## config.mk

```make
export PLATFORM = sky130hd
export DESIGN_NAME = wallace_mul8_seq_flat
export DESIGN_NICKNAME = d
export VERILOG_FILES = /design/src/rtl/wallace_mul8_seq_if.sv /design/src/rtl/wallace_mul8_seq.sv /design/src/flat_wrapper.sv
export SDC_FILE = /design/constraint.sdc
export NUM_CORES = 1
export LEC_CHECK = 0
export BUFFER_PORTS_ARGS = -buffer_cell sky130_fd_sc_hd__buf_2
export CELL_PAD_IN_SITES_DETAIL_PLACEMENT = 1
export CELL_PAD_IN_SITES_GLOBAL_PLACEMENT = 2
export CORE_MARGIN = 5
export CORE_UTILIZATION = 35
export DETAILED_ROUTE_END_ITERATION = 10
export PLACE_DENSITY = 0.88
export SKIP_CTS_REPAIR_TIMING = 1
export SLEW_MARGIN = 20
export SYNTH_ARGS = -nofsm -noshare
export SYNTH_HDL_FRONTEND = slang
export SYNTH_SLANG_ARGS = --single-unit
```

## constraint.sdc

```tcl
create_clock -name clk -period 3.95 [get_ports clk]
set_input_delay 0.5925 -clock clk [delete_from_list [all_inputs] [get_ports clk]]
set_output_delay 0.5925 -clock clk [all_outputs]
set_load 0.1 [all_outputs]
```

## src/rtl/wallace_mul8_seq_if.sv

```systemverilog
`timescale 1ns/1ps
`default_nettype none
// ============================================================================
// Module   : wallace_mul8_seq_if
// Brief    : Operand/result handshakes plus shared 4x4 multiplier port bundle.
// Revision : 1.0
// ============================================================================
interface wallace_mul8_seq_if;
    logic        in_valid;
    logic        in_ready;
    logic [7:0]  a;
    logic [7:0]  b;
    logic        out_valid;
    logic        out_ready;
    logic [15:0] prod;
    logic [3:0]  mul_a;
    logic [3:0]  mul_b;
    logic [7:0]  mul_p;

    // slave = the sequencing controller; master = requester, consumer and multiplier
    modport slave (
        input  in_valid, a, b, out_ready, mul_p,
        output in_ready, out_valid, prod, mul_a, mul_b
    );
    modport master (
        output in_valid, a, b, out_ready, mul_p,
        input  in_ready, out_valid, prod, mul_a, mul_b
    );
endinterface
`default_nettype wire

```

## src/rtl/wallace_mul8_seq.sv

```systemverilog
`timescale 1ns/1ps
`default_nettype none
// ============================================================================
// Module   : wallace_mul8_seq
// Brief    : 8x8 unsigned multiply sequenced over four 4x4 partial products.
// Revision : 1.0
// ============================================================================
module wallace_mul8_seq #(
    parameter int MUL_REG = 0
) (
    input  logic             clk,
    input  logic             rst_n,
    wallace_mul8_seq_if.slave bus
);

    typedef enum logic [1:0] {
        IDLE = 2'd0,
        STEP = 2'd1,
        DONE = 2'd2
    } state_t;

    localparam logic c_MUL_REG_EN = (MUL_REG != 0);

    state_t      state_q;
    logic [7:0]  a_q;
    logic [7:0]  b_q;
    logic [15:0] acc_q;
    logic [15:0] prod_q;
    logic [1:0]  step_q;
    logic        phase_q;
    logic        in_ready_q;
    logic        out_valid_q;
    logic [3:0]  mul_a_q;
    logic [3:0]  mul_b_q;

    logic [3:0]  shamt_w;
    logic [15:0] acc_d;
    logic [1:0]  step_d;
    logic [7:0]  next_ops_w;
    logic        sample_w;

    // Step k selects {A nibble, B nibble}: LL, LH, HL, HH
    function automatic logic [7:0] step_ops(input logic [1:0] k,
                                            input logic [7:0] a,
                                            input logic [7:0] b);
        case (k)
            2'd0:    step_ops = {a[3:0], b[3:0]};
            2'd1:    step_ops = {a[3:0], b[7:4]};
            2'd2:    step_ops = {a[7:4], b[3:0]};
            default: step_ops = {a[7:4], b[7:4]};
        endcase
    endfunction

    always_comb begin
        shamt_w = 4'd4;
        if (step_q == 2'd0) shamt_w = 4'd0;
        if (step_q == 2'd3) shamt_w = 4'd8;
        acc_d      = acc_q + ({8'h00, bus.mul_p} << shamt_w);
        step_d     = step_q + 2'd1;
        next_ops_w = step_ops(step_d, a_q, b_q);
        // With a registered multiplier the product is only valid in the second cycle
        sample_w   = !c_MUL_REG_EN || phase_q;
    end

    always_ff @(posedge clk or negedge rst_n) begin
        if (!rst_n) begin
            state_q     <= IDLE;
            a_q         <= 8'h00;
            b_q         <= 8'h00;
            acc_q       <= 16'h0000;
            prod_q      <= 16'h0000;
            step_q      <= 2'd0;
            phase_q     <= 1'b0;
            in_ready_q  <= 1'b1;
            out_valid_q <= 1'b0;
            mul_a_q     <= 4'h0;
            mul_b_q     <= 4'h0;
        end else begin
            case (state_q)
                IDLE: begin
                    if (bus.in_valid && in_ready_q) begin
                        a_q                <= bus.a;
                        b_q                <= bus.b;
                        acc_q              <= 16'h0000;
                        step_q             <= 2'd0;
                        phase_q            <= 1'b0;
                        {mul_a_q, mul_b_q} <= step_ops(2'd0, bus.a, bus.b);
                        in_ready_q         <= 1'b0;
                        state_q            <= STEP;
                    end
                end
                STEP: begin
                    if (!sample_w) begin
                        phase_q <= 1'b1;
                    end else begin
                        phase_q <= 1'b0;
                        acc_q   <= acc_d;
                        if (step_q == 2'd3) begin
                            step_q      <= 2'd0;
                            prod_q      <= acc_d;
                            out_valid_q <= 1'b1;
                            mul_a_q     <= 4'h0;
                            mul_b_q     <= 4'h0;
                            state_q     <= DONE;
                        end else begin
                            step_q             <= step_d;
                            {mul_a_q, mul_b_q} <= next_ops_w;
                        end
                    end
                end
                DONE: begin
                    if (bus.out_ready) begin
                        out_valid_q <= 1'b0;
                        in_ready_q  <= 1'b1;
                        state_q     <= IDLE;
                    end
                end
                default: begin
                    state_q <= IDLE;
                end
            endcase
        end
    end

    assign bus.in_ready  = in_ready_q;
    assign bus.out_valid = out_valid_q;
    assign bus.prod      = prod_q;
    assign bus.mul_a     = mul_a_q;
    assign bus.mul_b     = mul_b_q;

endmodule
`default_nettype wire

```

## src/flat_wrapper.sv

```systemverilog
// flat-port wrapper written by rule: the top's interface ports become plain ports
module wallace_mul8_seq_flat 
#(
    parameter int MUL_REG = 0
)
  (clk, rst_n, bus_in_valid, bus_a, bus_b, bus_out_ready, bus_mul_p, bus_in_ready, bus_out_valid, bus_prod, bus_mul_a, bus_mul_b);
  wallace_mul8_seq_if bus_i ();
  input  logic clk;
  input  logic rst_n;
  input wire logic [$bits(bus_i.in_valid)-1:0] bus_in_valid;
  input wire logic [$bits(bus_i.a)-1:0] bus_a;
  input wire logic [$bits(bus_i.b)-1:0] bus_b;
  input wire logic [$bits(bus_i.out_ready)-1:0] bus_out_ready;
  input wire logic [$bits(bus_i.mul_p)-1:0] bus_mul_p;
  output wire logic [$bits(bus_i.in_ready)-1:0] bus_in_ready;
  output wire logic [$bits(bus_i.out_valid)-1:0] bus_out_valid;
  output wire logic [$bits(bus_i.prod)-1:0] bus_prod;
  output wire logic [$bits(bus_i.mul_a)-1:0] bus_mul_a;
  output wire logic [$bits(bus_i.mul_b)-1:0] bus_mul_b;
  assign bus_i.in_valid = bus_in_valid;
  assign bus_i.a = bus_a;
  assign bus_i.b = bus_b;
  assign bus_i.out_ready = bus_out_ready;
  assign bus_i.mul_p = bus_mul_p;
  assign bus_in_ready = bus_i.in_ready;
  assign bus_out_valid = bus_i.out_valid;
  assign bus_prod = bus_i.prod;
  assign bus_mul_a = bus_i.mul_a;
  assign bus_mul_b = bus_i.mul_b;
  wallace_mul8_seq #(.MUL_REG(MUL_REG)) u_core (.clk(clk), .rst_n(rst_n), .bus(bus_i));
endmodule
```

==> metrics.md, run 1 <==
| Metric | Value |
|---|---|
| Outcome | complete, no violations |
| Final setup violation count | 0 |
| Routability Congestion | 0.872 |
| LEAKAGE | 2.04 nW |
| Overall via count from detail_route | 3152 |
| Post-Layout Cell Count | 596 |
| Ant. Diodes | 0 |
| Syn Nets | 454 |
| Worst clock skew | 15.3 ps |
| Clock sinks | 62 |
| Adder-cell share of the synthesized area | 0.0756 |
| Crit path DAT | 3600 ps |
| Clock share of power | 0.476 |
| Vias/cell | 5.29 |
| Synthesis-stage register bit count | 62 |
| Final ANT Viol Nets | 0 |
| Rel. slew slack | 0.370 |
| Setup Crit Path Kind | reg2reg |
| Initial antenna violation count | 1 |
| Reg clk slew, reported paths | 80 ps |
| Max-slew violations | 0 |
| # rows | 37 |
| GRT overflow | 0 |
| Hold Crit Class | in2async |
| Placed Instances | 580 |
| Synth Area in Compound Gates | 0.180 |
| Fin crit period | 3390 ps |
| # nets final | 504 |
| # DRC | 0 |
| Synthesized instance count | 405 |
| Period Utilization, post-route | 0.859 |
| Worst slew pin tran | 943 ps |
| Final WL | 9910 µm |
| Post-synthesis mux area share | 0.0367 |
| Number of global-route vias before repair | 3425 |
| Count of input and output buffers | 53 |
| Core area | 10100 µm² |
| DR iter-0 viols | 65 |
| NetSw | 0.000313 W |
| Net Sw Frac | 0.232 |
| Final worst-path setup slack | 559 ps |
| Clock buffer depth | 2 |
| CTS Buf Count | 9 |
| Fin util | 0.415 |
| Vert. Die Dim | 111 µm |
| Final hold vios | 0 |
| Worst-path fanout max | 8 |
| Power Density | 321 nW/µm² |
| Drt first pass iters | 5 |
| Die ar. | 12300 µm² |
| Dpl ws | 570 ps |
| MaxCap Viol Count | 0 |
| Global Route Usage Sum | 0.168 |
| Achievable frequency | 295 MHz |
| DR WL/cell | 16.6 µm |
| Simple-gate share of the synthesized area | 0.224 |
| Starting Density | 0.353 |
| Root Driver | clkbuf_8 |
| Critical path capture point type | flop |
| Yosys warning count | 0 |
| Sequential Power Share | 0.473 |
| WP data required | 4160 ps |
| Worst VDD drop | 0.167 mV |
| H-tree levels | 3 |
| XOR/XNOR share of the synthesized area | 0.0196 |
| Synth Flop Type | dfrtp_1 |
| Post-synth EDFFs | 0 |
| Internal power | 0.00104 W |
| First-pass GRT wire length | 17000 µm |
| Boundary Pins | 54 |
| Pin count of the biggest net entering global routing | 39 |
| Async set-or-reset flop fraction in the synthesized netlist | 1.00 |
| Synthesized area | 3580 µm² |
| Area growth syn-to-layout | 17.5% |
| Post-synth cell types | 49 |
| Type of origin of the critical path | flop |
| Placed wire-length estimate | 7190 µm |
| Setup TNS | 0 ps |
| Synth Area per Inst | 8.83 µm² |
| Comb power frac | 0.051 |
| Seq/Total Area, Yosys | 0.434 |
| Die Wd | 111 µm |
| RSZ-0062 raised after global routing | no |
| CTS tree | yes |
| Clock latency on the worst-skew pair | 340 ps |
| Largest family of logic cells by synthesized area | simple AND/OR/NAND/NOR gates |
| Ratio of cells with drive above 1 in the final layout | 0.187 |
| # fillers | 1208 |
## power by group through the flow
stage | logic [W] | clock network, W | registers [W]
6_report | 0.0000681 | 0.000642 | 0.000638
5_1_grt | 0.0000779 | 0.000685 | 0.000638
4_1_cts | 0.0000695 | 0.000659 | 0.000638
3_5_place_dp | 0.0000692 | 0 | 0.000651
3_3_place_gp | 0.0000673 | 0 | 0.000651
2_1_floorplan | 0.0000304 | 0 | 0.000650
## flip-flops by register name, indices dropped and copies added (netlist names)
signal / count
u_core.state_q: 2
u_core.bus.out_valid: 1
u_core.bus.mul_a: 4
u_core.bus.prod: 16
u_core.step_q: 2
u_core.bus.in_ready: 1
u_core.b_q: 8
u_core.acc_q: 16
u_core.bus.mul_b: 4
u_core.a_q: 8
## metal layers
metal / GRT usage / wire length [µm]
met3: 0.0459 / 531
met2: 0.282 / 4800
met5: 0 / 7
met1: 0.202 / 4290
met4: 0.0706 / 280
## worst max-delay path: stages, from the launching register on
cell and delay (ps):
dfrtp_1 390, inv_1 100, ha_1 480, nor2_1 130, and2_1 180, ha_1 200, fa_1 420, a21o_1 220
a221o_2 420, a311o_2 450, mux2i_1 170, o2111ai_1 110
## cell families after synthesis
group | Yosys count
xor gates and xnor gates | 8
adders and majority gates | 21
buffers and inverters | 26
AOI/OAI and AO/OA | 98
DFF | 62
and+or+nand+nor | 177
muxes | 13
## synthesized netlist by cell type, types with 6 or more instances
| cell type | number | share of area |
|---|---|---|
| nand2_1 | 84 | 0.088 |
| dfrtp_1 | 61 | 0.43 |
| nor2_1 | 28 | 0.029 |
| nand3_1 | 25 | 0.035 |
| o21ai_0 | 25 | 0.035 |
| ha_1 | 20 | 0.070 |
| clkbuf_1 | 17 | 0.018 |
| a21oi_1 | 16 | 0.022 |
| mux2i_1 | 12 | 0.034 |
| nor2b_1 | 10 | 0.017 |
| o22ai_1 | 10 | 0.017 |
| a21boi_0 | 8 | 0.017 |
| and2_1 | 6 | 0.010 |
| nand2b_1 | 6 | 0.010 |
| nand4_1 | 6 | 0.010 |
## area by class of cell
type / count / area [µm²] / area share
multi-input combinational: 317 / 1920 / 0.456
sequential: 62 / 1550 / 0.369
timing repair buffer: 60 / 318 / 0.0756
tap: 136 / 170 / 0.0405
clock buffer: 11 / 141 / 0.0336
clock inverter: 5 / 83.8 / 0.0199
inverter: 5 / 18.8 / 0.00447
## path summary, 6_finish.rpt
kind / startpoint / end / slack (ps) / cells after the start
worst max-delay path: u_core.step_q[1] / u_core.bus.prod[10] / 560 / 11
worst min-delay path: rst_n / u_core.acc_q[6] / 310 / 1
worst max register to register: u_core.step_q[1] / u_core.bus.prod[10] / 560 / 11
worst min register to register: u_core.bus.prod[5] / u_core.bus.prod[5] / 480 / 2
max in group asynchronous: rst_n / u_core.a_q[4] / 2740 / 2
min in group clk: bus_a[6] / u_core.a_q[6] / 430 / 3
## metrics by stage
step	area [µm²]	hold WS [ps]	power (W)
6_report	4200	310	0.00135
5_1_grt	4200	350	0.00140
4_1_cts	4200	325	0.00137
3_5_place_dp	3980	466	0.000720
3_3_place_gp	3980	455	0.000718
2_1_floorplan	3580	297	0.000680
## cell usage in the layout, fill, tap and decap left out, types with 2 or more instances in the layout
cell / count
nand3_1: 25
bufinv_16: 2
and3_1: 3
and2_1: 6
nand2b_1: 6
a31o_2: 2
nor2_1: 28
o211ai_1: 3
dfrtp_1: 61
a22o_1: 5
nand2_1: 84
o2111ai_1: 2
nor2b_1: 10
nor3_1: 3
a31oi_1: 3
o21a_1: 3
or4_1: 2
inv_1: 5
o22ai_1: 10
clkbuf_8: 10
a21oi_1: 16
o21ai_0: 25
nand4_1: 6
buf_4: 7
buf_2: 53
clkinvlp_4: 2
o31ai_1: 2
mux2i_1: 12
xnor2_1: 5
a21o_1: 5
xor2_1: 3
a21boi_0: 8
a22oi_1: 5
ha_1: 20
(Power assumes the default switching activity.)
==> inputs of run 2 (changes only) <==
- BUFFER_PORTS_ARGS: -buffer_cell sky130_fd_sc_hd__buf_2 -> unset
- CORE_UTILIZATION: 35 -> 39
- DONT_BUFFER_PORTS: unset -> 1
- PLACE_DENSITY: 0.88 -> unset
- PLACE_DENSITY_LB_ADDON: unset -> 0.1
==> metrics.md, run 2 (synthesis results as in run 1) <==
| Metric | Value |
|---|---|
| Routability Congestion | 0.788 (-9.6%) |
| Period Utilization, post-route | 0.841 (-0.0172) |
| Critical path capture point type | flop |
| First-pass GRT wire length | 16700 µm (-1.7%) |
| Register area | 1550 µm² (unchanged) |
| # DRC | 0 (unchanged) |
| Clock sinks | 62 (unchanged) |
| Setup TNS | 0 ps (unchanged) |
| Placed wire-length estimate | 7380 µm (+2.6%) |
| Vert. Die Dim | 106 µm (-4.8%) |
| Starting Density | 0.393 (+0.0399) |
| Count of input and output buffers | 0 (-100%) |
| Number of global-route vias before repair | 3130 (-8.6%) |
| Ant. Diodes | 0 (unchanged) |
| Core area | 9110 µm² (-10%) |
| Final WL | 10200 µm (+2.5%) |
| DR WL/cell | 19.6 µm (+18%) |
| MaxCap Viol Count | 0 (unchanged) |
| Rel. slew slack | 0.340 (-0.0294) |
| Overall via count from detail_route | 2942 (-6.7%) |
| Worst VDD drop | 0.149 mV (-11%) |
| Type of origin of the critical path | flop |
| Final setup violation count | 0 (unchanged) |
| Hold Crit Class | in2async |
| Boundary Pins | 54 (unchanged) |
| Placed Instances | 501 (-14%) |
| Clock buffer depth | 2 (unchanged) |
| CTS Buf Count | 9 (unchanged) |
| WP data required | 4170 ps (about the same) |
| Area growth syn-to-layout | 8.95% |
| Ratio of cells with drive above 1 in the final layout | 0.0786 (-0.108) |
| Final ANT Viol Nets | 0 (unchanged) |
| DR iter-0 viols | 61 (-6.2%) |
| Die Wd | 106 µm (-4.8%) |
| Reg clk slew, reported paths | 80 ps (about the same) |
| LEAKAGE | 1.85 nW (-9.4%) |
| Initial antenna violation count | 0 (-1) |
| Outcome | complete, no violations |
| # nets final | 451 (-11%) |
| Worst-path fanout max | 8 (unchanged) |
| Worst slew pin tran | 987 ps (+44.0 ps) |
| Die ar. | 11200 µm² (-9.4%) |
| Fin crit period | 3320 ps (-67.9 ps) |
| Post-Layout Cell Count | 518 (-13%) |
| Clock latency on the worst-skew pair | 350 ps (about the same) |
| Final hold vios | 0 (unchanged) |
| CTS tree | yes |
| Worst clock skew | 10.9 ps (-4.35 ps) |
| H-tree levels | 3 (unchanged) |
| Vias/cell | 5.68 (+7.4%) |
| Commonest non-fill, non-tap cell in the layout | nand2_1 |
| Max-slew violations | 0 (unchanged) |
| # fillers | 1079 (-11%) |
| Worst reg2reg setup slack | 630 ps (+70 ps) |
| Crit path DAT | 3540 ps (-60 ps) |
| Setup Crit Path Kind | reg2reg |
| RSZ-0062 raised after global routing | no |
| # rows | 35 (-5.4%) |
| Global Route Usage Sum | 0.190 (+0.0224) |
| GRT overflow | 0 (unchanged) |
| Hold WS | 74.9 ps (-235 ps) |
| Pin count of the biggest net entering global routing | 63 (+62%) |
| Achievable frequency | 301 MHz (+2.0%) |
| Power Density | 323 nW/µm² (+0.73%) |
| Multi-input logic area | 1920 µm² (+0.33%) |
| Drt first pass iters | 4 (-1) |
| Root Driver | clkbuf_8 |
| Most frequent cells in the layout | nand2_1 (84), dfrtp_1 (61), nor2_1 (28), o21ai_0 (25), nand3_1 (25) |
[run 2: critical path, stage by stage, from the launching register on]
cell	delay, ps
dfrtp_1	390
inv_1	90
ha_1	470
nor2_1	130
and2_1	180
ha_1	200
fa_1	410
a21o_1	220
a221o_2	400
a311o_2	440
mux2i_1	160
o2111ai_1	110
[run 2: final timing paths]
check / startpoint / end / cells past startpoint
worst min register to register: u_core.b_q[2] / u_core.b_q[2] / 2
worst min-delay path: rst_n / u_core.bus.in_ready / 0
worst max-delay path: u_core.step_q[1] / u_core.bus.prod[10] / 11
max in group asynchronous: rst_n / u_core.a_q[0] / 1
worst max register to register: u_core.step_q[1] / u_core.bus.prod[10] / 11
min in group clk: bus_out_ready / u_core.state_q[1] / 1
[run 2: report_power, final]
part,switching (W),internal (W)
clock,0.000274,0.000293
sequential,0.00000125,0.000636
combinational,0.0000368,0.0000181
[run 2: layout make-up]
class,count,area share
multi-input cells,317,0.494
flip-flops and latches,62,0.398
well taps,111,0.0356
clock buffers,11,0.0337
repair buffers,7,0.0186
clock inverters,5,0.0151
inverters,5,0.00482
[run 2: metrics by stage]
stage	utilization	power [W]	setup slack [ps]	cell area (µm²)
2_1_floorplan	-	0.000680	409	3580
3_3_place_gp	0.403	0.000689	699	3670
3_5_place_dp	0.403	0.000690	606	3670
4_1_cts	0.424	0.00127	602	3860
5_1_grt	0.428	0.00132	432	3900
6_report	0.428	0.00126	627	3900
[run 2: routing by layer]
layer  GRT usage  vias to the layer above  share of wire
li1            -                     1416              -
met1       0.247                     1468           0.47
met2       0.303                       51           0.46
met3      0.0649                        7          0.052
met4      0.0472                        0          0.017
met5           0                        -              0
